`config.mk`:
```
export PLATFORM = sky130hd
export DESIGN_NAME = picorv32_mem_arbiter
export DESIGN_NICKNAME = d
export VERILOG_FILES = /design/src/rtl/picorv32_mem_arbiter_pkg.sv /design/src/rtl/picorv32_mem_arbiter.sv
export SDC_FILE = /design/constraint.sdc
export NUM_CORES = 1
export LEC_CHECK = 0
export CAP_MARGIN = 20
export CORE_AREA = 8 8 115 117
export DETAILED_ROUTE_END_ITERATION = 8
export DIE_AREA = 0 0 123 125
export HOLD_SLACK_MARGIN = 0.08
export PLACE_DENSITY_LB_ADDON = 0.15
export SYNTH_ARGS = -nofsm -noshare
export SYNTH_HDL_FRONTEND = slang
export SYNTH_SLANG_ARGS = --single-unit
```
`constraint.sdc`:
```
create_clock -name clk -period 2.5 [get_ports clk]
set_clock_uncertainty 0.05 [all_clocks]
set_input_delay 0.25 -clock clk [delete_from_list [all_inputs] [get_ports clk]]
set_output_delay 0.25 -clock clk [all_outputs]
set_load 0.02 [all_outputs]
```
`src/rtl/picorv32_mem_arbiter_pkg.sv`:
```
// Shared definitions for the two-master PicoRV32 memory arbiter.
//   arb_state_e    : arbiter FSM state encoding (idle / transaction in flight)
//   DefaultTimeout : default slave wait budget before a transaction is forced to complete
package picorv32_mem_arbiter_pkg;

    typedef enum logic {
        StIdle = 1'b0,
        StBusy = 1'b1
    } arb_state_e;

    localparam int unsigned DefaultTimeout = 16;

endpackage

```
`src/rtl/picorv32_mem_arbiter.sv`:
```
// Two-master arbiter in front of a single PicoRV32-style native memory port.
// One transaction is in flight at a time. A slave that stalls too long is cut off
// by a forced completion (rdata = 0), which sets a sticky error flag.
//
// Parameters
//   TIMEOUT     : slave wait cycles tolerated before forced completion, 0 disables
//   ROUND_ROBIN : 1 = alternate priority between masters, 0 = m0 always wins
// Ports
//   clk, resetn                       : clock (rising edge), async active-low reset
//   mN_valid/instr/addr/wdata/wstrb   : master N request, held until mN_ready
//   mN_ready, mN_rdata                : master N completion pulse and read data
//   mem_valid/instr/addr/wdata/wstrb  : slave request carrying the granted master's fields
//   mem_ready, mem_rdata              : slave completion and read data
//   grant                             : granted master index (meaningful while busy)
//   timeout_err                       : sticky, set on any forced completion
module picorv32_mem_arbiter
    import picorv32_mem_arbiter_pkg::*;
#(
    parameter int unsigned TIMEOUT     = DefaultTimeout,
    parameter bit          ROUND_ROBIN = 1'b1
) (
    input  logic        clk,
    input  logic        resetn,

    input  logic        m0_valid,
    input  logic        m0_instr,
    input  logic [31:0] m0_addr,
    input  logic [31:0] m0_wdata,
    input  logic [3:0]  m0_wstrb,
    output logic        m0_ready,
    output logic [31:0] m0_rdata,

    input  logic        m1_valid,
    input  logic        m1_instr,
    input  logic [31:0] m1_addr,
    input  logic [31:0] m1_wdata,
    input  logic [3:0]  m1_wstrb,
    output logic        m1_ready,
    output logic [31:0] m1_rdata,

    output logic        mem_valid,
    output logic        mem_instr,
    output logic [31:0] mem_addr,
    output logic [31:0] mem_wdata,
    output logic [3:0]  mem_wstrb,
    input  logic        mem_ready,
    input  logic [31:0] mem_rdata,

    output logic        grant,
    output logic        timeout_err
);

    // A zero-width counter is illegal, so keep one bit even when the timeout is disabled.
    localparam int unsigned   CntW       = (TIMEOUT > 0) ? $clog2(TIMEOUT + 1) : 1;
    localparam bit            TimeoutEn  = (TIMEOUT > 0);
    localparam logic [CntW-1:0] TimeoutVal = CntW'(TIMEOUT);
    localparam logic [CntW-1:0] CntMax     = '1;

    arb_state_e      state_q;
    logic            grant_q;
    logic            prio_q;        // master preferred when both request
    logic            timeout_err_q;
    logic [CntW-1:0] wait_cnt_q;

    logic        busy;
    logic        timeout_hit;
    logic        done;
    logic        any_req;
    logic        winner;
    logic [31:0] resp_data;

    assign busy        = (state_q == StBusy);
    // A real mem_ready takes precedence over the timeout in the same cycle.
    assign timeout_hit = TimeoutEn && busy && !mem_ready && (wait_cnt_q == TimeoutVal);
    assign done        = busy && (mem_ready || timeout_hit);
    assign any_req     = m0_valid || m1_valid;

    always_comb begin
        winner = m0_valid ? 1'b0 : 1'b1;
        if (m0_valid && m1_valid) begin
            winner = ROUND_ROBIN ? prio_q : 1'b0;
        end
    end

    always_ff @(posedge clk or negedge resetn) begin
        if (!resetn) begin
            state_q       <= StIdle;
            grant_q       <= 1'b0;
            prio_q        <= 1'b0;
            timeout_err_q <= 1'b0;
            wait_cnt_q    <= '0;
        end else begin
            unique case (state_q)
                StIdle: begin
                    if (any_req) begin
                        state_q    <= StBusy;
                        grant_q    <= winner;
                        prio_q     <= ~winner;
                        wait_cnt_q <= '0;
                    end
                end
                StBusy: begin
                    if (done) begin
                        state_q <= StIdle;
                        if (timeout_hit) begin
                            timeout_err_q <= 1'b1;
                        end
                    end else if (wait_cnt_q != CntMax) begin
                        wait_cnt_q <= wait_cnt_q + 1'b1;
                    end
                end
                default: state_q <= StIdle;
            endcase
        end
    end

    assign mem_valid   = busy;
    assign mem_instr   = grant_q ? m1_instr : m0_instr;
    assign mem_addr    = grant_q ? m1_addr  : m0_addr;
    assign mem_wdata   = grant_q ? m1_wdata : m0_wdata;
    assign mem_wstrb   = grant_q ? m1_wstrb : m0_wstrb;

    // Forced completions return zero data.
    assign resp_data   = mem_ready ? mem_rdata : 32'h0;

    assign m0_ready    = done && !grant_q;
    assign m1_ready    = done && grant_q;
    assign m0_rdata    = m0_ready ? resp_data : 32'h0;
    assign m1_rdata    = m1_ready ? resp_data : 32'h0;

    assign grant       = grant_q;
    assign timeout_err = timeout_err_q;

endmodule

```
### Word-level counts from Yosys, hierarchy flattened

Cells that the tools add are included.

| storage, ports and cells | value |
|---|---|
| input bits | 175 |
| word-level logic and storage cells | 42 |
| register bits | 9 |

| cells by class | value |
|---|---|
| equal/unequal tests | 5 |
| $add $sub $neg | 1 |
| multiplexer cells | 16 |
| bitwise operators | 2 |
| reductions and logical operators | 13 |

Operators by type and width:

| kind | count |
|---|---|
| two-way mux 32 bit | 5 |
| two-way mux 5 bit | 3 |
| one-hot mux 5 bit (2 select lines) | 1 |
| logical AND 1 bit | 6 |
| AND reduction 3 bit | 2 |
| adder 5 x 1 -> 5 bit, second input constant | 1 |
| == test 5 bit, second input constant | 1 |
| two-way mux 1 bit | 5 |
| inequality test 5 bit, second input constant | 1 |
| two-way mux 4 bit | 1 |
| inequality test 2 bit, second input constant | 2 |
| logical NOT 1 bit | 2 |
| logical OR 1 bit | 2 |
| inequality test 2 x 1 -> 1 bit, second input constant | 1 |
| NOT 1 bit | 2 |
| one-hot mux 1 bit (2 select lines) | 1 |
| AND reduction 2 bit | 1 |

### Longest topological paths before layout

Gate-level depths: netlist (run 1).

| depth | value |
|---|---|
| depth in word-level cells | 7 |
| mapped depth | 6 |

### Worst setup path before layout (run 1)

OpenSTA, ideal clock, no wires.

| timing | value |
|---|---|
| path type | flip-flop to flip-flop |
| start point | register wait_cnt_q[0] |
| end point | register wait_cnt_q[3] |
| cell stages (with the launch flop) | 7 |
| buffers on the path | 0 |
| setup slack | 0.530 ns |
| required time | 2.381 ns |
| data arrival time | 1.851 ns |
| path through | dfrtp_1 > ha_1 > and3_1 > ha_1 > or3b_4 > or4_1 > nand3_1 |

| between the ends | value |
|---|---|
| word-level cells in the longest chain between the ends | 6 |

Ends and longest elaborated chain:

| item | line | text |
|---|---|---|
| from (decl) | picorv32_mem_arbiter.sv:63 | `logic [CntW-1:0] wait_cnt_q;` |
| from (signal assigned) | picorv32_mem_arbiter.sv:109 | `wait_cnt_q <= wait_cnt_q + 1'b1;` |
| branches (longest 6 deep; another with adder 5 x 1 -> 5 bit) | n/a |  |

Several ways; the timed one is not identified. The select of a mux whose other input is x is not followed.
A chain may end at the register's enable or synchronous reset.

### Worst setup path in the final report (run 1)

| timing | value |
|---|---|
| start point | register grant_q (netlist: grant) |
| end point | output port m1_rdata[22] |

| between the ends | value |
|---|---|
| word-level cells in the longest chain between the ends | 2 |

Ends and longest elaborated chain:

| item | line | text |
|---|---|---|
| from (decl) | picorv32_mem_arbiter.sv:60 | `logic grant_q;` |
| from (signal assigned) | picorv32_mem_arbiter.sv:97 | `grant_q <= winner;` |
| logical AND 1 bit | picorv32_mem_arbiter.sv:127 | `assign m1_ready = done && grant_q;` |
| two-way mux 32 bit | picorv32_mem_arbiter.sv:129 | `assign m1_rdata = m1_ready ? resp_data : 32'h0;` |
| to (decl) | picorv32_mem_arbiter.sv:39 | `output logic [31:0] m1_rdata,` |

Every way passes these cells.

==> results.cfg, run 1 <==
[final_layout]
layout-drive-gt1-share = 0.170
stdcell_count = 652
regArea_um2 = 229
multi_input_area_um2 = 1440
final_area_um2 = 5150
area_growth_pct = 195
fillCellCount = 1124
diodes = 0
nNetsFinal = 684

[placed_design]
place_congestion = 0.854
place_area_um2 = 5070
dp.cells = 648
hpwl_um = 11900
place.port_buffers = 312

[sta]
slew_headroom = 0.716
rsz0062_at_grt = false
fin_crit_ps = 2350
whs_ps = 273
drv_slew = 0
worst_pin_slew_ps = 425
timing.fmax_mhz = 425
setup_violations = 0
post-route-period-util = 0.941
final.setup.tns_ps = 0
hold_viol_final = 0

[clock_tree]
insertion_delay_ps = 230
cts_tree = done
cts-root-buf = clkbuf_16
cts-hold-fix-buffers = 0
post_cts_buffers = 0
clkSinkCount = 9
path_clk_slew_ps = 40
numCtsBuffers = 3
cts.htree.levels = 1
cts_max_path_buffers = 2

[setup_path]
start_kind = flop
cp.arrival_ps = 2050
crit_type = reg2out
endpoint_kind = output pin
required_ps = 2200
crit_fanout = 32

[power_and_ir_drop]
powerDensity_nw_per_um2 = 482
leakagePower_nw = 2.00
max-vdd-ir-drop_v = 0.000204

[synthesis]
synth-xor-area-share = 0
yosysUniqueCellTypes = 29
synth_top_flop_cell = dfrtp_1
synth_cells = 198
synthAdderAreaFrac = 0.0215
synth-seq-cells = 9
async_flop_share = 1.00
yosysWarnings = 0
synth_top_family_by_area = multiplexers
ys_seq_area_frac = 0.129
synth_fp_nets = 376
synth-simple-area-share = 0.287
muxShareOfSynthArea = 0.456
avgSynthCellArea_um2 = 8.83
synth_edf_count = 0
synth_compound_area_frac = 0.0544
synth.cell_area_um2 = 1750

[die]
num_rows = 40
dieArea_um2 = 15400
coreArea_um2 = 11600
initial_core_util = 0.151
pin_count = 313
fp.dieH_um = 125
die_w_um = 123

[grt]
grt_start_max_net_pins = 43
use_met3 = 0.0617
overflow = 0
antenna_found_initial = 0
grt_first_pass_wirelength_um = 19500
grt_usage = 0.165
grt_use_met2 = 0.304
gr-usage-met1 = 0.181
grt_pass1_vias = 2938
busiest_layer = met2

[detailed_routing]
drt_iter0_drc = 39
vias_per_cell = 4.10
vias = 2671
routed_wl_um = 13600
drc_errors = 0
ant_nets = 0
drt-wirelength-per-cell_um = 20.9
drt_first_pass_iters = 4

[hold_path]
hold_class = in2async

[run]
cap_viol_max_count = 0

[run_status]
status = complete, no violations
==> cells in the mapped netlist (all sizes together) (2+ instances only) <==
master / count / area [um^2]
o21ai: 3 / 15.0
o211ai: 2 / 15.0
nor2: 5 / 18.8
and2: 64 / 400
a21oi: 2 / 10.0
nor3: 2 / 10.0
dfrtp: 9 / 225
clkbuf: 6 / 25.0
inv: 5 / 18.8
nand2: 2 / 7.51
a31oi: 2 / 12.5
nand3: 3 / 15.0
mux2: 69 / 777
ha: 3 / 37.5
mux2i: 2 / 20.0
buf: 9 / 47.6
==> metrics by stage <==
step | power [mW] | setup WS, ps | util
2_1_floorplan | 1.19 | 530 | -
3_3_place_gp | 2.22 | 123 | 0.437
3_5_place_dp | 2.23 | 129 | 0.437
4_1_cts | 2.53 | 26.5 | 0.443
5_1_grt | 2.62 | 5.48 | 0.444
6_report | 2.48 | 148 | 0.444
==> registers in the layout, summed over array words and instances (netlist names) <==
register     flops
prio_q           1
grant            1
mem_valid        1
wait_cnt_q       5
timeout_err      1
==> report_power, final <==
part	switching (mW)	total [mW]	leakage (nW)	internal (mW)
sequential	0.0564	0.239	0.113	0.182
combinational	0.869	1.96	1.85	1.09
clock	0.0695	0.283	0.0382	0.213
total	0.995	2.48	2.00	1.49
==> placed cells by master, fill, tap and decap left out, types with 3 or more instances in the layout <==
| cell type | instances |
|---|---|
| nor2_1 | 5 |
| buf_4 | 3 |
| and2_1 | 64 |
| inv_1 | 4 |
| ha_1 | 3 |
| dfrtp_1 | 8 |
| buf_12 | 3 |
| mux2_2 | 69 |
| clkbuf_16 | 3 |
| o21ai_0 | 3 |
| clkdlybuf4s50_1 | 310 |
| nand3_1 | 3 |
==> metal layers <==
metal / share of wire / up-vias
li1: - / 1310
met1: 0.38 / 1199
met2: 0.51 / 160
met3: 0.12 / 2
met4: 0.0016 / 0
met5: 0 / -
==> worst max-delay path, cell delays in order, from the launching register on <==
cell and delay, ps:
dfrtp_4 550, nand2_1 100, nor2_1 190, buf_12 190, and2_1 140, clkdlybuf4s50_1 630
==> cells by family (layout without fill, tap and decap cells) <==
group,count (synthesis),after routing
flops,9,9
fa+ha+maj,3,3
mux,71,71
simple gates,81,81
compound gates,14,14
buf+inv,20,327
==> cell type report <==
| type | count | share of cell area |
|---|---|---|
| repair buffers | 318 | 0.622 |
| inverters | 5 | 0.00364 |
| clock buffers | 4 | 0.0153 |
| multi-input cells | 169 | 0.279 |
| well taps | 147 | 0.0357 |
| flip-flops and latches | 9 | 0.0444 |
==> worst paths after layout <==
path	from	slack (ps)	end	depth (start not counted)
min in group clk	timeout_err	450	timeout_err	1
min reg2reg	timeout_err	450	timeout_err	1
max in group asynchronous	resetn	1800	grant	1
max	grant	150	m1_rdata[22]	5
max reg2reg	wait_cnt_q[0]	410	wait_cnt_q[3]	6
min	resetn	270	timeout_err	1
==> repair_timing <==
action,CTS,global route
resized for setup,1,2
setup endpoints to repair,1,35
gates cloned,0,0
Power figures use the tool's default switching activity.
==> run 2: changes to the inputs <==
--- a/config.mk
+++ b/config.mk
@@ -6,10 +6,10 @@
 export NUM_CORES = 1
 export LEC_CHECK = 0
 export CAP_MARGIN = 20
-export CORE_AREA = 8 8 115 117
+export CORE_AREA = 8 8 114 116
 export DETAILED_ROUTE_END_ITERATION = 8
-export DIE_AREA = 0 0 123 125
-export HOLD_SLACK_MARGIN = 0.08
+export DIE_AREA = 0 0 122 124
+export HOLD_SLACK_MARGIN = 0.03
 export PLACE_DENSITY_LB_ADDON = 0.15
 export SYNTH_ARGS = -nofsm -noshare
 export SYNTH_HDL_FRONTEND = slang
==> constraint.sdc (replaced) <==
create_clock -name clk -period 2 [get_ports clk]
set_clock_uncertainty 0.05 [all_clocks]
set_input_delay 0.2 -clock clk [delete_from_list [all_inputs] [get_ports clk]]
set_output_delay 0.2 -clock clk [all_outputs]
set_load 0.02 [all_outputs]
==> results.cfg, run 2 (synthesis results as in run 1) <==
[die]
dieArea_um2 = 15100
coreArea_um2 = 11200
fp.dieH_um = 124
die_w_um = 122
initial_core_util = 0.156
pin_count = 313
num_rows = 39

[clock_tree]
insertion_delay_ps = 230
cts_max_path_buffers = 2
cts.htree.levels = 1
cts_tree = done
clkSinkCount = 9
path_clk_slew_ps = 40
cts-root-buf = clkbuf_16
numCtsBuffers = 3

[setup_path]
r2r-start = wait_cnt_q[0]
crit_type = reg2reg
endpoint_kind = flop
start_kind = flop
required_ps = 2120
crit_fanout = 3
cp_slowest_cell = or4_4
r2r_setup_slack_ps = 30
path_delay_family = simple AND/OR/NAND/NOR gates
cp_num_buf_inv = 0
slowest_delay_ps = 490
cp.arrival_ps = 2090
setup.worst_path.start = wait_cnt_q[0]
crit_chain = ha_2 -> and3_4 -> ha_4 -> or3b_4 -> or4_4 -> nand3_2

[sta]
slew_headroom = 0.708
setup_violations = 0
timing.fmax_mhz = 508
drv_slew = 0
hold_viol_final = 0
fin_crit_ps = 1970
fin_ws_ps = 29.7
whs_ps = 228
final.setup.tns_ps = 0
worst_pin_slew_ps = 437
post-route-period-util = 0.985

[placed_design]
hpwl_um = 12300
dp_slack_ps = -248
place_area_um2 = 5100
place_congestion = 0.840
place.port_buffers = 312

[power_and_ir_drop]
leakagePower_nw = 2.32
powerDensity_nw_per_um2 = 590
max-vdd-ir-drop_v = 0.000314

[run]
cap_viol_max_count = 0

[final_layout]
regMostFlops = wait_cnt_q
layout-drive-gt1-share = 0.280
fin_util = 0.452
layout_common_cells = 177 x clkdlybuf4s50_1, 69 x mux2_2, 64 x and2_1
final_common_cell = clkdlybuf4s50_1
nNetsFinal = 697
final_area_um2 = 5050
area_growth_pct = 189
largest_reg_flops = 5
diodes = 0

[detailed_routing]
drt-wirelength-per-cell_um = 21.5
drt_first_pass_iters = 4
vias_per_cell = 4.11
routed_wl_um = 14200
drc_errors = 0
ant_nets = 0
drt_iter0_drc = 85
vias = 2720

[grt]
overflow = 0
grt_pass1_vias = 2813
grt_start_max_net_pins = 40
antenna_found_initial = 0
grt_first_pass_wirelength_um = 19200
grt_usage = 0.168

[hold_path]
hold_class = in2async

[run_status]
status = complete, no violations
run 2: cell types whose count changed in the layout (fill, tap and decap cells not counted), sizes merged:
cell,before,now
clkdlybuf4s50,310,177
dlygate4sd2,1,60
clkbuf,4,40
clkdlybuf4s15,0,24
buf,6,22
dlymetal6s2s,1,12
run 2: power breakdown:
group          leakage [nW]  internal, mW  total, mW  switching, mW
clock                0.0382         0.267      0.355         0.0884
combinational          2.17          1.22       2.36           1.14
sequential            0.113         0.225      0.262         0.0374
run 2: path summary, 6_finish.rpt:
check                                endpoint  cells past startpoint
max in group asynchronous               grant                      1
worst max register to register  wait_cnt_q[3]                      6
worst min-delay path            wait_cnt_q[0]                      1
min in group clk                  timeout_err                      1
worst min register to register    timeout_err                      1
worst max-delay path            wait_cnt_q[3]                      6
run 2: layer usage:
layer | vias up | wire, um | GRT usage
met3 | 6 | 1690 | 0.0739
met1 | 1230 | 4970 | 0.179
met5 | - | 0 | 0
met2 | 151 | 7470 | 0.306
li1 | 1333 | - | -
met4 | 0 | 94 | 0.0247
run 2: repair_timing:
action                     4_1_cts  5_1_grt
setup endpoints to repair      132       77
hold buffers                     0        0
resized for setup              139      101
pin swaps                        4        5
buffers inserted                 8        1
run 2: per-stage QoR:
stage                     total power [mW]  cells
final                                 2.98    661
after global routing                  3.15    661
after CTS                             3.03    661
after detailed placement              2.81    649
after global placement                2.80    649
after floorplan                       1.48    198
run 2: final cells by class:
cell class                 instances  area [um^2]
timing repair buffer             331         3080
sequential                         9          226
fill                            1138         6120
clock buffer                       4         78.8
tap                              143          179
multi-input combinational        169         1470
inverter                           5         18.8
